--- src/rtl/render_pkg.sv ---
// rtl/render_pkg.sv - shared types and geometry for the plotter render scheduler
package render_pkg;

  localparam int HOR_ACTIVE_PIXELS = 640;
  localparam int VER_ACTIVE_PIXELS = 480;
  localparam int FB_ADDR_WIDTH     = $clog2(HOR_ACTIVE_PIXELS * VER_ACTIVE_PIXELS);

  typedef enum logic [3:0] {
    ST_IDLE,
    ST_CLR_START,
    ST_CLR_GUARD,
    ST_CLR_WAIT,
    ST_PLOT_START,
    ST_PLOT_GUARD,
    ST_PLOT_WAIT,
    ST_SWAP_WAIT,
    ST_SWAP
  } state_e;

endpackage

--- src/rtl/fb_write_mux.sv ---
// rtl/fb_write_mux.sv - frame_buffer write-port owner select and conflict detect
module fb_write_mux
  import render_pkg::*;
#(
  parameter int ADDR_WIDTH = FB_ADDR_WIDTH
) (
  input  state_e                state_i,
  input  logic                  fill_we_i,
  input  logic [ADDR_WIDTH-1:0] fill_addr_i,
  input  logic                  fill_data_i,
  input  logic                  line_we_i,
  input  logic [ADDR_WIDTH-1:0] line_addr_i,
  input  logic                  line_data_i,
  output logic                  fb_we_o,
  output logic [ADDR_WIDTH-1:0] fb_addr_o,
  output logic                  fb_data_o,
  output logic                  conflict_o
);

  logic fill_own;
  logic line_own;

  always_comb begin
    fill_own   = (state_i == ST_CLR_START) || (state_i == ST_CLR_GUARD) ||
                 (state_i == ST_CLR_WAIT);
    line_own   = (state_i == ST_PLOT_START) || (state_i == ST_PLOT_GUARD) ||
                 (state_i == ST_PLOT_WAIT);
    fb_we_o    = 1'b0;
    fb_addr_o  = '0;
    fb_data_o  = 1'b0;
    conflict_o = 1'b0;
    if (fill_own) begin
      fb_we_o    = fill_we_i;
      fb_addr_o  = fill_addr_i;
      fb_data_o  = fill_data_i;
      conflict_o = line_we_i;
    end else if (line_own) begin
      fb_we_o    = line_we_i;
      fb_addr_o  = line_addr_i;
      fb_data_o  = line_data_i;
      conflict_o = fill_we_i;
    end else begin
      // Nobody owns the port outside a drawing phase, so any write is stray.
      conflict_o = fill_we_i | line_we_i;
    end
  end

endmodule

--- src/rtl/render_scheduler.sv ---
// rtl/render_scheduler.sv - frame sequencer: clear, plot, wait for vblank, swap
module render_scheduler
  import render_pkg::*;
#(
  parameter int ADDR_WIDTH     = 19,
  parameter int TIMEOUT_CYCLES = 2000000,
  parameter int TIMEOUT_WIDTH  = 21
) (
  input  logic                  clk,
  input  logic                  rst,
  input  logic                  redraw_req,
  input  logic                  vblank,
  output logic                  fill_drawer_start,
  input  logic                  fill_drawer_ready,
  output logic                  logic_start,
  input  logic                  logic_ready,
  input  logic                  fill_we,
  input  logic [ADDR_WIDTH-1:0] fill_addr,
  input  logic                  fill_data,
  input  logic                  line_we,
  input  logic [ADDR_WIDTH-1:0] line_addr,
  input  logic                  line_data,
  output logic                  fb_write_enable,
  output logic [ADDR_WIDTH-1:0] fb_write_addr,
  output logic                  fb_write_data,
  output logic                  swap,
  output logic                  busy,
  output logic                  timeout_err,
  output logic                  conflict_err
);

  state_e                   state_q;
  logic                     pending_q;
  logic [TIMEOUT_WIDTH-1:0] cnt_q;
  logic                     fill_start_q;
  logic                     logic_start_q;
  logic                     swap_q;
  logic                     busy_q;
  logic                     timeout_err_q;
  logic                     conflict_err_q;
  logic                     conflict;
  logic                     timeout_hit;

  // Fires on the cycle whose increment would bring the count to TIMEOUT_CYCLES.
  assign timeout_hit = (cnt_q == TIMEOUT_WIDTH'(TIMEOUT_CYCLES - 1));

  always_ff @(posedge clk) begin
    if (rst) begin
      state_q        <= ST_IDLE;
      pending_q      <= 1'b0;
      cnt_q          <= '0;
      fill_start_q   <= 1'b0;
      logic_start_q  <= 1'b0;
      swap_q         <= 1'b0;
      busy_q         <= 1'b0;
      timeout_err_q  <= 1'b0;
      conflict_err_q <= 1'b0;
    end else begin
      fill_start_q  <= 1'b0;
      logic_start_q <= 1'b0;
      swap_q        <= 1'b0;
      if (conflict) conflict_err_q <= 1'b1;
      if (redraw_req && (state_q != ST_IDLE)) pending_q <= 1'b1;
      case (state_q)
        ST_IDLE: begin
          if (redraw_req || pending_q) begin
            state_q      <= ST_CLR_START;
            pending_q    <= 1'b0;
            fill_start_q <= 1'b1;
            busy_q       <= 1'b1;
          end
        end
        ST_CLR_START: state_q <= ST_CLR_GUARD;
        ST_CLR_GUARD: begin
          state_q <= ST_CLR_WAIT;
          cnt_q   <= '0;
        end
        ST_CLR_WAIT: begin
          if (fill_drawer_ready || timeout_hit) begin
            if (!fill_drawer_ready) timeout_err_q <= 1'b1;
            state_q       <= ST_PLOT_START;
            logic_start_q <= 1'b1;
          end else begin
            cnt_q <= cnt_q + TIMEOUT_WIDTH'(1);
          end
        end
        ST_PLOT_START: state_q <= ST_PLOT_GUARD;
        ST_PLOT_GUARD: begin
          state_q <= ST_PLOT_WAIT;
          cnt_q   <= '0;
        end
        ST_PLOT_WAIT: begin
          if (logic_ready || timeout_hit) begin
            if (!logic_ready) timeout_err_q <= 1'b1;
            state_q <= ST_SWAP_WAIT;
          end else begin
            cnt_q <= cnt_q + TIMEOUT_WIDTH'(1);
          end
        end
        ST_SWAP_WAIT: begin
          if (vblank) begin
            state_q <= ST_SWAP;
            swap_q  <= 1'b1;
          end
        end
        ST_SWAP: begin
          state_q <= ST_IDLE;
          busy_q  <= 1'b0;
        end
        default: begin
          state_q <= ST_IDLE;
          busy_q  <= 1'b0;
        end
      endcase
    end
  end

  fb_write_mux #(
    .ADDR_WIDTH(ADDR_WIDTH)
  ) u_fb_write_mux (
    .state_i    (state_q),
    .fill_we_i  (fill_we),
    .fill_addr_i(fill_addr),
    .fill_data_i(fill_data),
    .line_we_i  (line_we),
    .line_addr_i(line_addr),
    .line_data_i(line_data),
    .fb_we_o    (fb_write_enable),
    .fb_addr_o  (fb_write_addr),
    .fb_data_o  (fb_write_data),
    .conflict_o (conflict)
  );

  assign fill_drawer_start = fill_start_q;
  assign logic_start       = logic_start_q;
  assign swap              = swap_q;
  assign busy              = busy_q;
  assign timeout_err       = timeout_err_q;
  assign conflict_err      = conflict_err_q;

endmodule

--- config.mk ---
export PLATFORM = sky130hd
export DESIGN_NAME = render_scheduler
export DESIGN_NICKNAME = d
export VERILOG_FILES = /design/src/rtl/render_pkg.sv /design/src/rtl/fb_write_mux.sv /design/src/rtl/render_scheduler.sv
export SDC_FILE = /design/constraint.sdc
export NUM_CORES = 1
export LEC_CHECK = 0
export CORE_MARGIN = 2
export CORE_UTILIZATION = 40
export CTS_CLUSTER_SIZE = 30
export DETAILED_ROUTE_END_ITERATION = 8
export PLACE_DENSITY = 0.84
export SLEW_MARGIN = 20
export SYNTH_ARGS = -nofsm -noshare
export SYNTH_HDL_FRONTEND = slang
export SYNTH_SLANG_ARGS = --single-unit
--- constraint.sdc ---
create_clock -name clk -period 2 [get_ports clk]
set_input_delay 0.6 -clock clk [delete_from_list [all_inputs] [get_ports clk]]
set_output_delay 0.6 -clock clk [all_outputs]
set_load 0.01 [all_outputs]
==> run metrics <==
status=complete, but fails checks; violated checks=negative setup slack; Levels on crit path=6; Final Wtd Congestion=0.8612; first-pass GRT wire length=11.40 mm; routed length per instance=17.98 um; crit path max fanout=6; Cells after DPL=398; post-DP HPWL=5.009 mm; DIE HEIGHT=74.19 um; setup_tns=-1.780 ns; sequential fraction of the synthesis area=32.51%; io pins=75; clk sinks=32; Setup WS post-layout=-0.1164 ns; FF-to-FF End=cnt_q[1]$_SDFFE_PP0P_; slowest cell delay on critical path=0.33 ns; ys flop type=dfxtp_1; clock-pin slew on the worst setup and hold paths=0.07 ns; Pre-antenna DRT Iters=6; layout cells sized above 1=27.92%; Slew HR=a little under three quarters; drt total wl=7.516 mm; Mapped Avg Cell Area=8.143 sq um; H-Tree Depth=2; crit end category=primary output; ant diodes=0; CP max stage cell=dfxtp_2; most frequent cell on the critical path=buf_6; via count=2554; Final setup viols=21; Synth Instances=242; post-synthesis cell type count=47; Top delay family on crit path=buffers and inverters; fillers=323; CTS tree=yes; worst setup path endpoint=fb_write_addr[4]; CP arrival=1.52 ns; CORE AREA=roughly 4700 sq um; synthesis-stage register bit count=32; Total Routing Usage GR=26.98%; GRT overflow=0; clk_skew=0.002614 ns; fin crit period=between 2 and 2.5 ns; RR Startpoint=state_q[1]$_SDFFE_PP0P_; number of global-route vias before repair=2368; Critical Path, Cell by Cell=buf_6 > nor3_4 > buf_6 > buf_16 > a22o_1 > buf_6; Post-synth EDFFs=0; Mapped Nets=roughly 290; FP Rows=25; initial DRC count=233; starting density of the core=a little over two fifths; DRT antenna net count=0; critical path class=flip-flop to primary output; MaxCap Viol Count=0; Worst EP required=1.40 ns; Buffers & Inverters on Critical Path=4; f_max=0.4725 GHz; Layout area overhead=66.16%; Max Transition Viols Final=0; initial antenna violation count=0; placed cell area=3018 sq um; multi-input logic area=about 1300 sq um; Via density=6.110; unrepaired setup endpoints after global routing=true; Syn. warnings=0; Worst Tran Pin Value=0.4191 ns; Cell Count, Final, Fillers Out=418; largest net degree at the start of global routing=22; Static Leak=1.278 nW; Worst setup startpoint=state_q[3]$_SDFFE_PP0P_; final instance area=3274 sq um; Remaining DRCs=0; clk_lat worst skew=0.29 ns; Final Cycle Share=105.8%; Register Area=645.6 sq um; Hold/Removal Path Class=flip-flop to flip-flop; DIE AREA=5504 sq um; Final Hold Viols=0; Startpoint Class=flip-flop; Cell Pwr Density=1066 nW/um^2; ys async rst share=0%; Nets=399; Clock Tree Buf Depth=2; Reg2Reg Depth=7; port bufs=74; TritonCTS buffer count=5; maximum VDD drop=0.0007035 V; Die W=74.19 um; CTS root buf=clkbuf_8; synthesized area=between 1500 and 2000 sq um; reg-to-reg setup timing slack=0.03 ns
==> layout make-up <==
type                       count  share of cell area, %
clock buffer                   8                  2.751
inverter                       4                 0.4585
multi-input combinational    184                  40.27
sequential                    32                  19.72
tap                           67                  2.560
timing repair buffer         123                  34.24
==> report_power, final <==
group	total [W]	internal (W)	switching [W]
logic	0.00221	0.00116	0.00105
registers	0.000753	0.000698	0.0000549
clock network	0.000526	0.000281	0.000245
total	0.00349	0.00214	0.00135
==> per-stage QoR <==
| stage | util, % | total power (W) | worst slack (ns) | hold slack, ns |
|---|---|---|---|---|
| 5_1_grt | 69.32 | 0.003652 | -0.1515 | 0.4989 |
| 2_1_floorplan | - | 0.001661 | 0.005408 | 0.4483 |
| 6_report | 69.32 | 0.003489 | -0.1164 | 0.4883 |
| 3_5_place_dp | 63.89 | 0.002627 | -0.4606 | 0.4764 |
| 4_1_cts | 67.15 | 0.003343 | -0.1151 | 0.4892 |
| 3_3_place_gp | 63.89 | 0.002578 | -0.4102 | 0.4554 |
==> how the worst min path moves through the flow <==
stage,slack (ns),from,to,depth (start not counted)
after floorplan,0.45,cnt_q[18]$_SDFFE_PP0P_,cnt_q[18]$_SDFFE_PP0P_,1
after global placement,0.46,busy$_SDFFE_PP0P_,busy$_SDFFE_PP0P_,2
after detailed placement,0.48,timeout_err$_SDFFE_PP0P_,timeout_err$_SDFFE_PP0P_,2
after CTS,0.49,cnt_q[20]$_SDFFE_PP0P_,cnt_q[20]$_SDFFE_PP0P_,2
after global routing,0.50,cnt_q[20]$_SDFFE_PP0P_,cnt_q[20]$_SDFFE_PP0P_,2
final,0.49,timeout_err$_SDFFE_PP0P_,timeout_err$_SDFFE_PP0P_,2
==> Yosys cell counts, types with 3 or more instances <==
library cell	number	share of area (%)
or3b_1	5	2.2
nor2b_1	3	0.95
nand2_1	10	1.9
dfxtp_1	32	33
a31oi_1	7	2.2
a21oi_1	22	5.6
nor3_1	13	3.3
o21ai_0	6	1.5
buf_2	9	2.3
o41ai_1	4	1.8
a22o_1	21	9.3
nor4_1	5	1.6
nand3_1	7	1.8
a41oi_1	3	1.3
and3_1	5	1.6
clkbuf_1	12	2.3
inv_1	4	0.76
o31ai_1	5	1.9
o311ai_1	7	3.1
o21ai_1	4	1.0
nor2_1	15	2.9
nand4_1	8	2.5
nand2b_1	5	1.6
==> cell usage in the layout (no fill, tap or decap), types with 5 or more instances in the layout <==
master,instances
a22o_1,21
o311ai_1,6
nor3_1,12
buf_4,38
and3_1,5
buf_2,18
nand3_1,6
dfxtp_1,28
nor4_1,5
nand2_1,9
o31ai_1,5
o21ai_0,6
nand4_1,8
a31oi_1,7
clkbuf_8,6
a21oi_1,21
nor2_1,15
clkdlybuf4s50_1,51
nand2b_1,5
buf_6,9
==> routing by layer <==
metal	track usage, %	up-vias	wire, um
li1	-	1164	-
met1	31.25	1200	2901
met2	47.02	162	3824
met3	6.775	28	564
met4	11.72	0	225
met5	0	-	0
==> registers in the layout, summed over array words and instances (netlist names) <==
name,flops
busy,1
cnt_q,21
conflict_err,1
fill_drawer_start,1
logic_start,1
pending_q,1
state_q,4
swap,1
timeout_err,1
==> logic make-up after synthesis <==
logic type / count (synthesis) / share of synthesized area, %
xor+xnor: 1 / 0.4445
mux: 1 / 0.5714
fa+ha+maj: 1 / 0.6348
flops: 32 / 32.51
compound gates: 89 / 32.57
buf+inv: 26 / 5.714
simple gates: 92 / 27.56
==> repair_timing <==
item | 4_1_cts | 5_1_grt
pin swaps | 9 | 9
gates cloned | 4 | 0
buffers inserted | 6 | 2
endpoints found under the setup margin | 39 | 29
hold buffers | 0 | 0
gates resized for setup | 106 | 15
==> tightest hold or removal path: cells and delay by family (launching register included) <==
kind | cells | cell delay [ns]
and+or+nand+nor | 1 | 0.07
DFF | 1 | 0.33
AOI/OAI and AO/OA | 1 | 0.05
No activity file was read; power rests on OpenSTA's default activity.
